--- src/rtl/ram_arbiter_pkg.sv ---
// Shared definitions for the RAM arbiter.
// Contents:
//   owner_t       - who owns the access currently in flight (OWN_NONE, OWN_CPU, OWN_VID)
//   DEF_ADDR_W    - default RAM word address width
//   DEF_DATA_W    - default RAM data width
//   WAIT_CNT_W    - width of the starvation counter (CPU_WAIT_MAX is at most 15)
package ram_arbiter_pkg;

    typedef enum logic [1:0] {
        OWN_NONE = 2'd0,
        OWN_CPU  = 2'd1,
        OWN_VID  = 2'd2
    } owner_t;

    localparam int DEF_ADDR_W = 15;
    localparam int DEF_DATA_W = 8;
    localparam int WAIT_CNT_W = 4;

endpackage

--- src/rtl/ram_arb_wait_ctr.sv ---
// Saturating starvation counter for the pending CPU request.
// Ports:
//   clk    - dot clock
//   reset  - synchronous active-high reset, clears the count
//   clr    - clear the count (CPU issued, or no CPU request)
//   inc    - CPU was eligible but lost arbitration this cycle
//   at_max - count has reached MAX; the CPU must win next time it is eligible
module ram_arb_wait_ctr
    import ram_arbiter_pkg::*;
#(
    parameter int MAX = 3
) (
    input  logic clk,
    input  logic reset,
    input  logic clr,
    input  logic inc,
    output logic at_max
);

    logic [WAIT_CNT_W-1:0] cnt;

    assign at_max = (cnt == WAIT_CNT_W'(MAX));

    always_ff @(posedge clk) begin
        if (reset || clr) begin
            cnt <= '0;
        end else if (inc && !at_max) begin
            cnt <= cnt + 1'b1;
        end
    end

endmodule

--- src/rtl/ram_arbiter.sv ---
// Arbiter sharing a single-port synchronous RAM (one-cycle read latency)
// between the CPU bus and the video scanout fetcher. Video normally wins;
// a CPU request that has lost CPU_WAIT_MAX times is forced through.
// Ports:
//   clk, reset                          - dot clock, synchronous active-high reset
//   cpu_req/we/addr/wdata               - CPU request, held until cpu_ack
//   cpu_ack, cpu_rdata                  - CPU completion pulse and read data
//   vid_req, vid_addr, vid_gnt          - video read request handshake
//   vid_rvalid, vid_rdata               - video read return, one cycle after grant
//   ram_addr, ram_wdata, ram_we         - RAM command, driven from the winner
//   ram_rdata                           - RAM read data, one cycle after address
module ram_arbiter
    import ram_arbiter_pkg::*;
#(
    parameter int ADDR_W       = DEF_ADDR_W,
    parameter int DATA_W       = DEF_DATA_W,
    parameter int CPU_WAIT_MAX = 3
) (
    input  logic              clk,
    input  logic              reset,
    input  logic              cpu_req,
    input  logic              cpu_we,
    input  logic [ADDR_W-1:0] cpu_addr,
    input  logic [DATA_W-1:0] cpu_wdata,
    output logic              cpu_ack,
    output logic [DATA_W-1:0] cpu_rdata,
    input  logic              vid_req,
    input  logic [ADDR_W-1:0] vid_addr,
    output logic              vid_gnt,
    output logic              vid_rvalid,
    output logic [DATA_W-1:0] vid_rdata,
    output logic [ADDR_W-1:0] ram_addr,
    output logic [DATA_W-1:0] ram_wdata,
    output logic              ram_we,
    input  logic [DATA_W-1:0] ram_rdata
);

    owner_t            owner;
    owner_t            win;
    logic              cpu_rd_q;
    logic [DATA_W-1:0] rdata_q;
    logic              cpu_elig;
    logic              at_max;

    // The CPU cannot re-issue in its own ack cycle, which limits it to
    // one access every second cycle.
    assign cpu_elig = cpu_req && (owner != OWN_CPU);

    ram_arb_wait_ctr #(
        .MAX (CPU_WAIT_MAX)
    ) u_wait_ctr (
        .clk    (clk),
        .reset  (reset),
        .clr    (!cpu_req || (win == OWN_CPU)),
        .inc    (cpu_elig && (win != OWN_CPU)),
        .at_max (at_max)
    );

    always_comb begin
        win       = OWN_NONE;
        ram_addr  = '0;
        ram_wdata = '0;
        ram_we    = 1'b0;
        if (!reset) begin
            if (cpu_elig && at_max) begin
                win = OWN_CPU;
            end else if (vid_req) begin
                win = OWN_VID;
            end else if (cpu_elig) begin
                win = OWN_CPU;
            end
        end
        case (win)
            OWN_CPU: begin
                ram_addr  = cpu_addr;
                ram_wdata = cpu_wdata;
                ram_we    = cpu_we;
            end
            OWN_VID: begin
                ram_addr = vid_addr;
            end
            default: ;
        endcase
    end

    assign vid_gnt = (win == OWN_VID);

    // Completions of accesses issued just before reset are suppressed.
    assign cpu_ack    = (owner == OWN_CPU) && !reset;
    assign vid_rvalid = (owner == OWN_VID) && !reset;
    assign vid_rdata  = ram_rdata;

    // Read data is presented in the ack cycle and then held until the next read.
    assign cpu_rdata = (cpu_ack && cpu_rd_q) ? ram_rdata : rdata_q;

    always_ff @(posedge clk) begin
        if (reset) begin
            owner    <= OWN_NONE;
            cpu_rd_q <= 1'b0;
            rdata_q  <= '0;
        end else begin
            owner <= win;
            if (win == OWN_CPU) begin
                cpu_rd_q <= !cpu_we;
            end
            if (cpu_ack && cpu_rd_q) begin
                rdata_q <= ram_rdata;
            end
        end
    end

endmodule
--- config.mk ---
export PLATFORM = sky130hd
export DESIGN_NAME = ram_arbiter
export DESIGN_NICKNAME = d
export VERILOG_FILES = /design/src/rtl/ram_arbiter_pkg.sv /design/src/rtl/ram_arb_wait_ctr.sv /design/src/rtl/ram_arbiter.sv
export SDC_FILE = /design/constraint.sdc
export NUM_CORES = 1
export LEC_CHECK = 0
export BUFFER_PORTS_ARGS = -buffer_cell sky130_fd_sc_hd__buf_2
export CORE_MARGIN = 3
export CORE_UTILIZATION = 41
export CTS_CLUSTER_SIZE = 16
export DETAILED_ROUTE_END_ITERATION = 8
export HOLD_SLACK_MARGIN = 0.08
export PLACE_DENSITY = 0.92
export SYNTH_ARGS = -nofsm -noshare
export SYNTH_HDL_FRONTEND = slang
export SYNTH_SLANG_ARGS = --single-unit
--- constraint.sdc ---
create_clock -name clk -period 7.1 [get_ports clk]
set_clock_uncertainty 0.2 [all_clocks]
set_input_delay 0.355 -clock clk [delete_from_list [all_inputs] [get_ports clk]]
set_output_delay 0.355 -clock clk [all_outputs]
set_load 0.02 [all_outputs]
Yosys cells after proc, flatten, opt, wreduce, memory -nomap -nowiden
Cells that the tools add are included.
{ "op_classes": {"n_addsub": 1, "mul": 0, "n_div": 0, "n_lt_le_gt_ge": 0, "eq_ne": 7, "shift": 0, "muxes": 8, "bitwise_logic": 0, "n_reduce_logical": 13} }
{ "ops": {"columns": ["op", "count"], "rows": [
  ["one-hot mux 15 bit (2 select lines)", 1],
  ["2-to-1 mux 8 bit", 2],
  ["logical AND 1 bit", 7],
  ["2-to-1 mux 2 bit", 3],
  ["adder 4 x 1 -> 4 bit, second input constant", 1],
  ["equality test 2 x 1 -> 1 bit, second input constant", 2],
  ["equality test 2 bit, second input constant", 2],
  ["equality test 4 x 2 -> 1 bit, second input constant", 1],
  ["zero test 1 bit", 4],
  ["!= test 2 x 1 -> 1 bit, second input constant", 2],
  ["logical OR 1 bit", 2],
  ["2-to-1 mux 1 bit", 2]
]} }
{ "totals": {"ff_bits": 15, "latchBits": 0, "ramBits": 0, "mem_bits_ro": 0, "word_cells": 33, "memories": 0} }

Depth between registers and ports, before layout
Gate-level depths: netlist of run 1.
{ "logic_depth": {"depth_word": 9, "mapped_depth": 9, "ltp_nobuf": 8} }

Hierarchy
From an unflattened synthesis of run 1, not the netlist that was laid out.
{ "unflattened": {"hier_cells": 140, "hier_area_um2": 1171.1} }
{ "modules_own_cells": {"columns": ["mod", "n_inst", "cells_each", "area_per_inst_um2", "seq_area_each_um2"], "rows": [
  ["ram_arbiter", 1, 118, 965.9, 220.2],
  ["ram_arb_wait_ctr", 1, 22, 205.2, 80.1]
]} }

Worst setup path before layout of run 1
No wires, ideal clock.
{ "synth_timing": {"path_type": "register to output", "from": "register u_wait_ctr.cnt[0]", "to": "output port ram_addr[10]", "t_arrival_ns": 2.197, "slack_ns": 4.348, "stages_incl_launch_ff": 8, "path_cell_list": "dfxtp_1 ha_1 nor3b_1 a311oi_1 ha_1 clkbuf_1 a22oi_1 nor2_1"} }
{ "synth_via": {"elab_chain_len": 6, "elab_cells_between_ends": 7} }
{ "synth_lines": {"columns": ["item", "line_no", "text"], "rows": [
  ["start, declared", "ram_arb_wait_ctr.sv:20", "logic [WAIT_CNT_W-1:0] cnt;"],
  ["start signal, assigned", "ram_arb_wait_ctr.sv:28", "cnt <= cnt + 1'b1;"],
  ["equality test 4 x 2 -> 1 bit", "ram_arb_wait_ctr.sv:22", "assign at_max = (cnt == WAIT_CNT_W'(MAX));"],
  ["logical AND 1 bit", "ram_arbiter.sv:65", "if (cpu_elig && at_max) begin"],
  ["2-to-1 mux 2 bit", "ram_arbiter.sv:65", null],
  ["2-to-1 mux 2 bit", "ram_arbiter.sv:64", "if (!reset) begin"],
  ["named net win[1]", "ram_arbiter.sv:39", "owner_t win;"],
  ["equality test 2 bit", null, null],
  ["named net vid_gnt", "ram_arbiter.sv:29", "output logic vid_gnt,"],
  ["one-hot mux 15 bit (2 select lines)", "ram_arbiter.sv:73", "case (win)"],
  ["end, declared", "ram_arbiter.sv:32", "output logic [ADDR_W-1:0] ram_addr,"]
]} }
The timed path passes the listed nets, and every way through them passes these cells.

Final worst setup path of run 1
{ "layout_timing": {"from": "register u_wait_ctr.cnt[0]", "to": "output port ram_addr[1]"} }
{ "layout_via": {"elab_chain_len": 6, "elab_cells_between_ends": 7} }
{ "layout_lines": {"columns": ["item", "line_no"], "rows": [
  ["equality test 4 x 2 -> 1 bit (*)", "ram_arb_wait_ctr.sv:22"],
  ["logical AND 1 bit (*)", "ram_arbiter.sv:65"],
  ["2-to-1 mux 2 bit (*)", "ram_arbiter.sv:65"],
  ["2-to-1 mux 2 bit (*)", "ram_arbiter.sv:64"],
  ["named net win[0]", "ram_arbiter.sv:39"],
  ["equality test 2 bit / equality test 2 x 1 -> 1 bit (equally long branches)", "ram_arbiter.sv:73"],
  ["one-hot mux 15 bit (2 select lines) (*)", "ram_arbiter.sv:73"]
]} }
Mark *: on every way through the listed nets, which the timed path passes. The rest lies on a longest branch.

==> flow_metrics.env, run 1 <==
export IMPL_drv_cap=0
export IMPL_wl_per_cell_um=12.0
export IMPL_numClockSinks=15
export IMPL_synthTopCellsByCount="and2_1 (17), nor2_1 (17), a22oi_1 (15), dfxtp_1 (15)"
export IMPL_status="completed"
export IMPL_place_gp_congestion=0.756
export IMPL_final_cell_area_um2=1510
export IMPL_vias=1172
export IMPL_grt_pass1_vias=1129
export IMPL_path_cells="ha_1, nor3b_1, o2111ai_1, inv_1, ha_1, a22oi_1, nor2_1, buf_2"
export IMPL_routed_via_density=4.97
export IMPL_hold_violations=0
export IMPL_cts_root_buffer="clkbuf_4"
export IMPL_holdCritPathClass="in2reg"
export IMPL_r2r_start="u_wait_ctr.cnt[0]"
export IMPL_reg2reg_slack_ns=4.30
export IMPL_insertedDiodeCount=0
export IMPL_cts_buffers_inserted=3
export IMPL_drtIter0Drc=14
export IMPL_clkTransAtPathRegs_ns=0.08
export IMPL_hp_start="cpu_req"
export IMPL_clk_latency_ns=0.27
export IMPL_first_pass_iters=4
export IMPL_muxShareOfSynthArea_pct=13.8
export IMPL_cp_common_cell="ha_1"
export IMPL_dieArea_um2=3300
export IMPL_required_ns=6.55
export IMPL_synth_edf_count=0
export IMPL_ir_worst_vdd_mv=0.0859
export IMPL_synth_compound_area_share_pct=13.4
export IMPL_nets=262
export IMPL_yosysSeqAreaShare_pct=27.7
export IMPL_initial_core_util_pct=43.4
export IMPL_dp_hpwl_um=2390
export IMPL_syn_area_um2=1080
export IMPL_fin_crit_sh_pct=45.6
export IMPL_ys_ff_latch=15
export IMPL_h_tree_depth=1
export IMPL_yosysTopAreaCell="dfxtp_1"
export IMPL_io_pins=94
export IMPL_wl_um=2830
export IMPL_yosysUniqueCellTypes=25
export IMPL_io_buffers=93
export IMPL_synth_top_family_by_area="simple AND/OR/NAND/NOR gates"
export IMPL_antenna_found_initial=0
export IMPL_power_density_nw_per_um2=121
export IMPL_r2r_end="u_wait_ctr.cnt[2]"
export IMPL_cpPeakStageDelay_ns=0.69
export IMPL_core_um2=2500
export IMPL_startpoint_type="flop"
export IMPL_synthArstFlopShare_pct=0
export IMPL_timing_worst_setup_path_type="reg2out"
export IMPL_grt_pass1_wl_um=4480
export IMPL_hold_slack_ns=0.121
export IMPL_synth_xor_area_share_pct=0
export IMPL_overflow=0
export IMPL_slowest_stage="ha_1"
export IMPL_multiInputGateArea_um2=661
export IMPL_grt_max_degree=28
export IMPL_worst_ep_arrival_time_ns=2.68
export IMPL_rsz0062_at_grt="no"
export IMPL_synthesis_nets=180
export IMPL_regArea_um2=300
export IMPL_rows=18
export IMPL_end_kind="primary output"
export IMPL_hold_depth=2
export IMPL_ff2ff_path_depth=8
export IMPL_drv_slew=0
export IMPL_remaining_drc_errors=0
export IMPL_holdPathEnd="owner[1]"
export IMPL_clock_path_buffers=2
export IMPL_critPathMaxFanout=27
export IMPL_cts_resized=0
export IMPL_synth_top_cell_area_share_pct=27.7
export IMPL_grt_usage_pct=17.0
export IMPL_synth_simple_area_share_pct=29.1
export IMPL_cts_tree="built"
export IMPL_ys_warnings_count=0
export IMPL_min_period_ns=3.24
export IMPL_drive_above_1_share_pct=51.9
export IMPL_die_h_um=57.4
export IMPL_post_cts_buffers=0
export IMPL_synthAdderAreaFrac_pct=4.61
export IMPL_tightest_slew_ns=0.819
export IMPL_ant_nets=0
export IMPL_place_area_um2=1480
export IMPL_tns_ns=0
export IMPL_die_w_um=57.4
export IMPL_synth_top_flop_cell="dfxtp_1"
export IMPL_max_slew_margin_pct=45.4
export IMPL_netlist_instances=125
export IMPL_leakagePower_nw=0.835
export IMPL_synth_area_per_cell_um2=8.68
export IMPL_setup_violations_final=0
export IMPL_nFillCells=236
export IMPL_area_growth_pct=39.1
export IMPL_fmax_mhz=309
export IMPL_cts_hold_buffers=0
export IMPL_synthTopCellsByArea="dfxtp_1 (28%), mux2_4 (11%), a22oi_1 (10%)"
sequential cells by signal, summed over array words and instances (netlist names):
register / count
cpu_rd_q: 1
owner: 2
rdata_q: 8
u_wait_ctr.cnt: 4
kinds of logic (layout without fill, tap and decap cells):
family | after synthesis | after routing
AO/OA/AOI/OAI | 19 | 19
AND/OR/NAND/NOR | 55 | 55
buffers and inverters | 21 | 102
multiplexers | 11 | 11
adder cells (fa/ha/maj) | 4 | 4
flip-flops | 15 | 15
area by class of cell:
cell class                 instances  area share [%]
inverter                           5            1.24
tap                               30            2.49
timing repair buffer              93            30.8
multi-input combinational         89            43.8
clock buffer                       4            1.74
sequential                        15            19.9
metrics by stage:
stage / setup WS (ns) / util [%] / power [W] / instances
floorplan: 4.35 / - / 0.000119 / 125
global placement: 4.24 / 59.3 / 0.000138 / 232
detailed placement: 4.17 / 59.3 / 0.000139 / 232
CTS: 3.84 / 60.4 / 0.000186 / 236
global route: 3.58 / 60.4 / 0.000193 / 236
finish: 3.86 / 60.4 / 0.000182 / 236
critical path: cells and delay by family, from the launching register on:
family	cells	cell delay (ns)
adder cells (fa/ha/maj)	2	0.89
AND/OR/NAND/NOR	2	0.44
AO/OA/AOI/OAI	2	0.43
flip-flops	1	0.37
buffers and inverters	2	0.28
metal layers:
layer	track usage (%)	vias up	routed length [um]
li1	-	585	-
met5	0	-	0
met1	18.9	518	1070
met3	2.94	2	282
met2	32.3	67	1460
met4	4.97	0	13
how the worst max path moves through the flow:
stage                       from           end  slack [ns]  depth (start not counted)
4_1_cts        u_wait_ctr.cnt[0]  ram_addr[11]        3.84                          8
6_report       u_wait_ctr.cnt[0]   ram_addr[1]        3.86                          8
3_3_place_gp   u_wait_ctr.cnt[0]  ram_addr[11]        4.24                          8
3_5_place_dp   u_wait_ctr.cnt[0]  ram_addr[11]        4.17                          8
5_1_grt        u_wait_ctr.cnt[0]   ram_addr[1]        3.58                          8
2_1_floorplan  u_wait_ctr.cnt[0]  ram_addr[10]        4.35                          7
power by group:
| group | switching, W | internal [W] |
|---|---|---|
| registers | 0.00000103 | 0.0000853 |
| logic | 0.0000278 | 0.0000222 |
| clock network | 0.0000241 | 0.0000217 |
| total | 0.0000530 | 0.000129 |
cell usage in the layout, fill, tap and decap left out, types with 4 or more instances in the layout:
| cell | instances |
|---|---|
| buf_2 | 93 |
| dfxtp_1 | 15 |
| nand2_1 | 5 |
| a22oi_1 | 15 |
| and2_1 | 17 |
| ha_1 | 4 |
| inv_1 | 5 |
| nor2_1 | 17 |
| mux2_4 | 8 |
Power figures use the tool's default switching activity.
==> run 2, diff against run 1 <==
ABC_AREA = 1   (was unset)
CORE_UTILIZATION = 35   (was 41)
PLACE_DENSITY = 0.82   (was 0.92)
clock period = 2.77 ns   (was 7.1 ns; I/O delays follow)
==> run 2 against run 1 <==
Sequential power grew to 2.6 times the previous value. Critical path depth is the same. Power grew to 2.7 times the previous value. Clock-buffer cell count shrank 1. Wire length increased by 12%. Cell count rose by 42%. Sequential share of layout area fell by 3.3 points. Utilization shrank 1.5 points. Non-clock buffer count up 22. First-iteration DRC count grew to 3.4 times the previous value. Highest routed layer unchanged.
==> flow_metrics.env, run 2 <==
export IMPL_timing_worst_setup_path_type="reg2out"
export IMPL_tightest_slew_ns=0.430
export IMPL_synth_area_per_cell_um2=6.12
export IMPL_area_growth_pct=58.3
export IMPL_core_um2=3080
export IMPL_regMostFlops="rdata_q"
export IMPL_remaining_drc_errors=0
export IMPL_clk_latency_ns=0.27
export IMPL_cpPeakStageDelay_ns=0.47
export IMPL_die_w_um=63.2
export IMPL_cts_root_buffer="clkbuf_4"
export IMPL_drv_cap=0
export IMPL_power_density_nw_per_um2=273
export IMPL_clkTransAtPathRegs_ns=0.09
export IMPL_critPathMaxFanout=15
export IMPL_yosysSeqAreaShare_pct=26.3
export IMPL_routed_via_density=4.32
export IMPL_ys_warnings_count=0
export IMPL_critPathTopFamily="adder cells"
export IMPL_hold_violations=0
export IMPL_wl_um=3180
export IMPL_rows=20
export IMPL_cp_buffers_inverters=2
export IMPL_yosysTopAreaCell="dfxtp_1"
export IMPL_required_ns=2.43
export IMPL_syn_area_um2=1140
export IMPL_drive_above_1_share_pct=40.2
export IMPL_drtIter0Drc=47
export IMPL_initial_core_util_pct=37.2
export IMPL_dp_hpwl_um=2450
export IMPL_synthTopCellsByCount="nand2_1 (56), inv_1 (35), a21oi_1 (18)"
export IMPL_io_pins=94
export IMPL_grt_max_degree=18
export IMPL_cts_tree="built"
export IMPL_postLayoutCoreUtil_pct=58.8
export IMPL_synthesis_nets=242
export IMPL_dieArea_um2=3990
export IMPL_yosysUniqueCellTypes=21
export IMPL_largest_register_ffs=8
export IMPL_insertedDiodeCount=0
export IMPL_place_gp_congestion=0.854
export IMPL_fin_crit_sh_pct=93.9
export IMPL_netlist_instances=187
export IMPL_max_slew_margin_pct=71.3
export IMPL_synth_edf_count=0
export IMPL_first_pass_iters=5
export IMPL_end_kind="primary output"
export IMPL_overflow=0
export IMPL_power_w=0.000494
export IMPL_min_period_ns=2.60
export IMPL_fmax_mhz=384
export IMPL_final_cell_mix="buf_2 (93), nand2_1 (56), inv_1 (35)"
export IMPL_antenna_found_initial=0
export IMPL_setup_ws_ns=0.168
export IMPL_synthTopCellsByArea="dfxtp_1 (26%), nand2_1 (18%), inv_1 (11%)"
export IMPL_final_common_cell="buf_2"
export IMPL_numClockSinks=15
export IMPL_dp_slack_ns=0.428
export IMPL_slowest_stage="ha_1"
export IMPL_clock_path_buffers=2
export IMPL_grt_pass1_wl_um=5390
export IMPL_setup_violations_final=0
export IMPL_startpoint_type="flop"
export IMPL_path_cells="ha_1, nand2_1, nor2_1, o21a_1, inv_1, ha_1, a21oi_1, buf_2"
export IMPL_ant_nets=0
export IMPL_synthArstFlopShare_pct=0
export IMPL_rsz0062_at_grt="no"
export IMPL_io_buffers=93
export IMPL_ys_ff_latch=15
export IMPL_nFillCells=301
export IMPL_tns_ns=0
export IMPL_die_h_um=63.2
export IMPL_vias=1447
export IMPL_grt_usage_pct=15.9
export IMPL_stdcell_count=335
export IMPL_synth_top_flop_cell="dfxtp_1"
export IMPL_synth_top_cell_area_share_pct=26.3
export IMPL_status="completed"
export IMPL_synth_most_common_cell="nand2_1"
export IMPL_nets=347
export IMPL_holdCritPathClass="in2reg"
export IMPL_drv_slew=0
export IMPL_dp_cells=311
export IMPL_leakagePower_nw=1.13
export IMPL_grt_pass1_vias=1328
export IMPL_ir_worst_vdd_mv=0.125
export IMPL_worst_ep_arrival_time_ns=2.26
export IMPL_cp_common_cell="ha_1"
export IMPL_cts_buffers_inserted=3
export IMPL_wl_per_cell_um=9.50
export IMPL_h_tree_depth=1
export IMPL_largestRegisters="rdata_q (8), u_wait_ctr.cnt (4), owner (2)"
## run 2: cell count changes after synthesis, moves of 15 or more
cell     delta
inv_1      +30
a22oi_1    -15
nand2_1    +51
and2_1     -17
a21oi_1    +18
## run 2: path summary, 6_finish.rpt
path / start / end / slack (ns) / cells after the start
worst max-delay path: u_wait_ctr.cnt[0] / ram_addr[0] / 0.17 / 8
worst min-delay path: reset / cpu_rd_q / 0.1 / 2
worst max register to register: u_wait_ctr.cnt[0] / u_wait_ctr.cnt[2] / 0.39 / 12
worst min register to register: u_wait_ctr.cnt[0] / u_wait_ctr.cnt[0] / 0.32 / 2
## run 2: power by group
| group | internal (W) | switching (W) | total, W | leakage (nW) |
|---|---|---|---|---|
| Clock | 0.0000534 | 0.0000689 | 0.000122 | 0.0177 |
| Combinational | 0.0000661 | 0.0000836 | 0.000150 | 0.988 |
| Sequential | 0.000219 | 0.00000299 | 0.000222 | 0.122 |
| Total | 0.000339 | 0.000155 | 0.000494 | 1.13 |
## run 2: cells by family after synthesis
group / Yosys count / share of synthesized area, %
AND/OR/NAND/NOR: 88 / 33.1
buffers and inverters: 51 / 20.5
flip-flops: 15 / 26.3
adder cells (fa/ha/maj): 4 / 4.38
AO/OA/AOI/OAI: 29 / 15.8
## run 2: layout make-up
type	count	area, um2	area share (%)
clock buffers	3	22.5	1.24
clock inverters	1	5.00	0.276
inverters	36	135	7.46
multi-input cells	121	612	33.8
flip-flops and latches	15	300	16.6
well taps	44	55.1	3.04
repair buffers	115	681	37.6
## run 2: layer usage
layer	global-route usage [%]	up-vias	share of wire, %
met5	0	-	0
met4	3.03	0	0.44
met3	2.67	2	8.4
met2	29.8	69	51
met1	18.8	613	40
li1	-	763	-
## run 2: per-stage QoR
step | hold WS [ns] | area (um2)
5_1_grt | 0.104 | 1810
3_3_place_gp | 0.194 | 1580
6_report | 0.0969 | 1810
2_1_floorplan | 0.0178 | 1140
4_1_cts | 0.0941 | 1810
3_5_place_dp | 0.206 | 1580
## run 2: timing repair
| action | CTS | global route |
|---|---|---|
| hold endpoints to repair | 11 | 0 |
| resized for setup | 0 | 1 |
| buffers inserted | 0 | 0 |
| hold buffers | 20 | 0 |
| endpoints found under the setup margin | 0 | 14 |
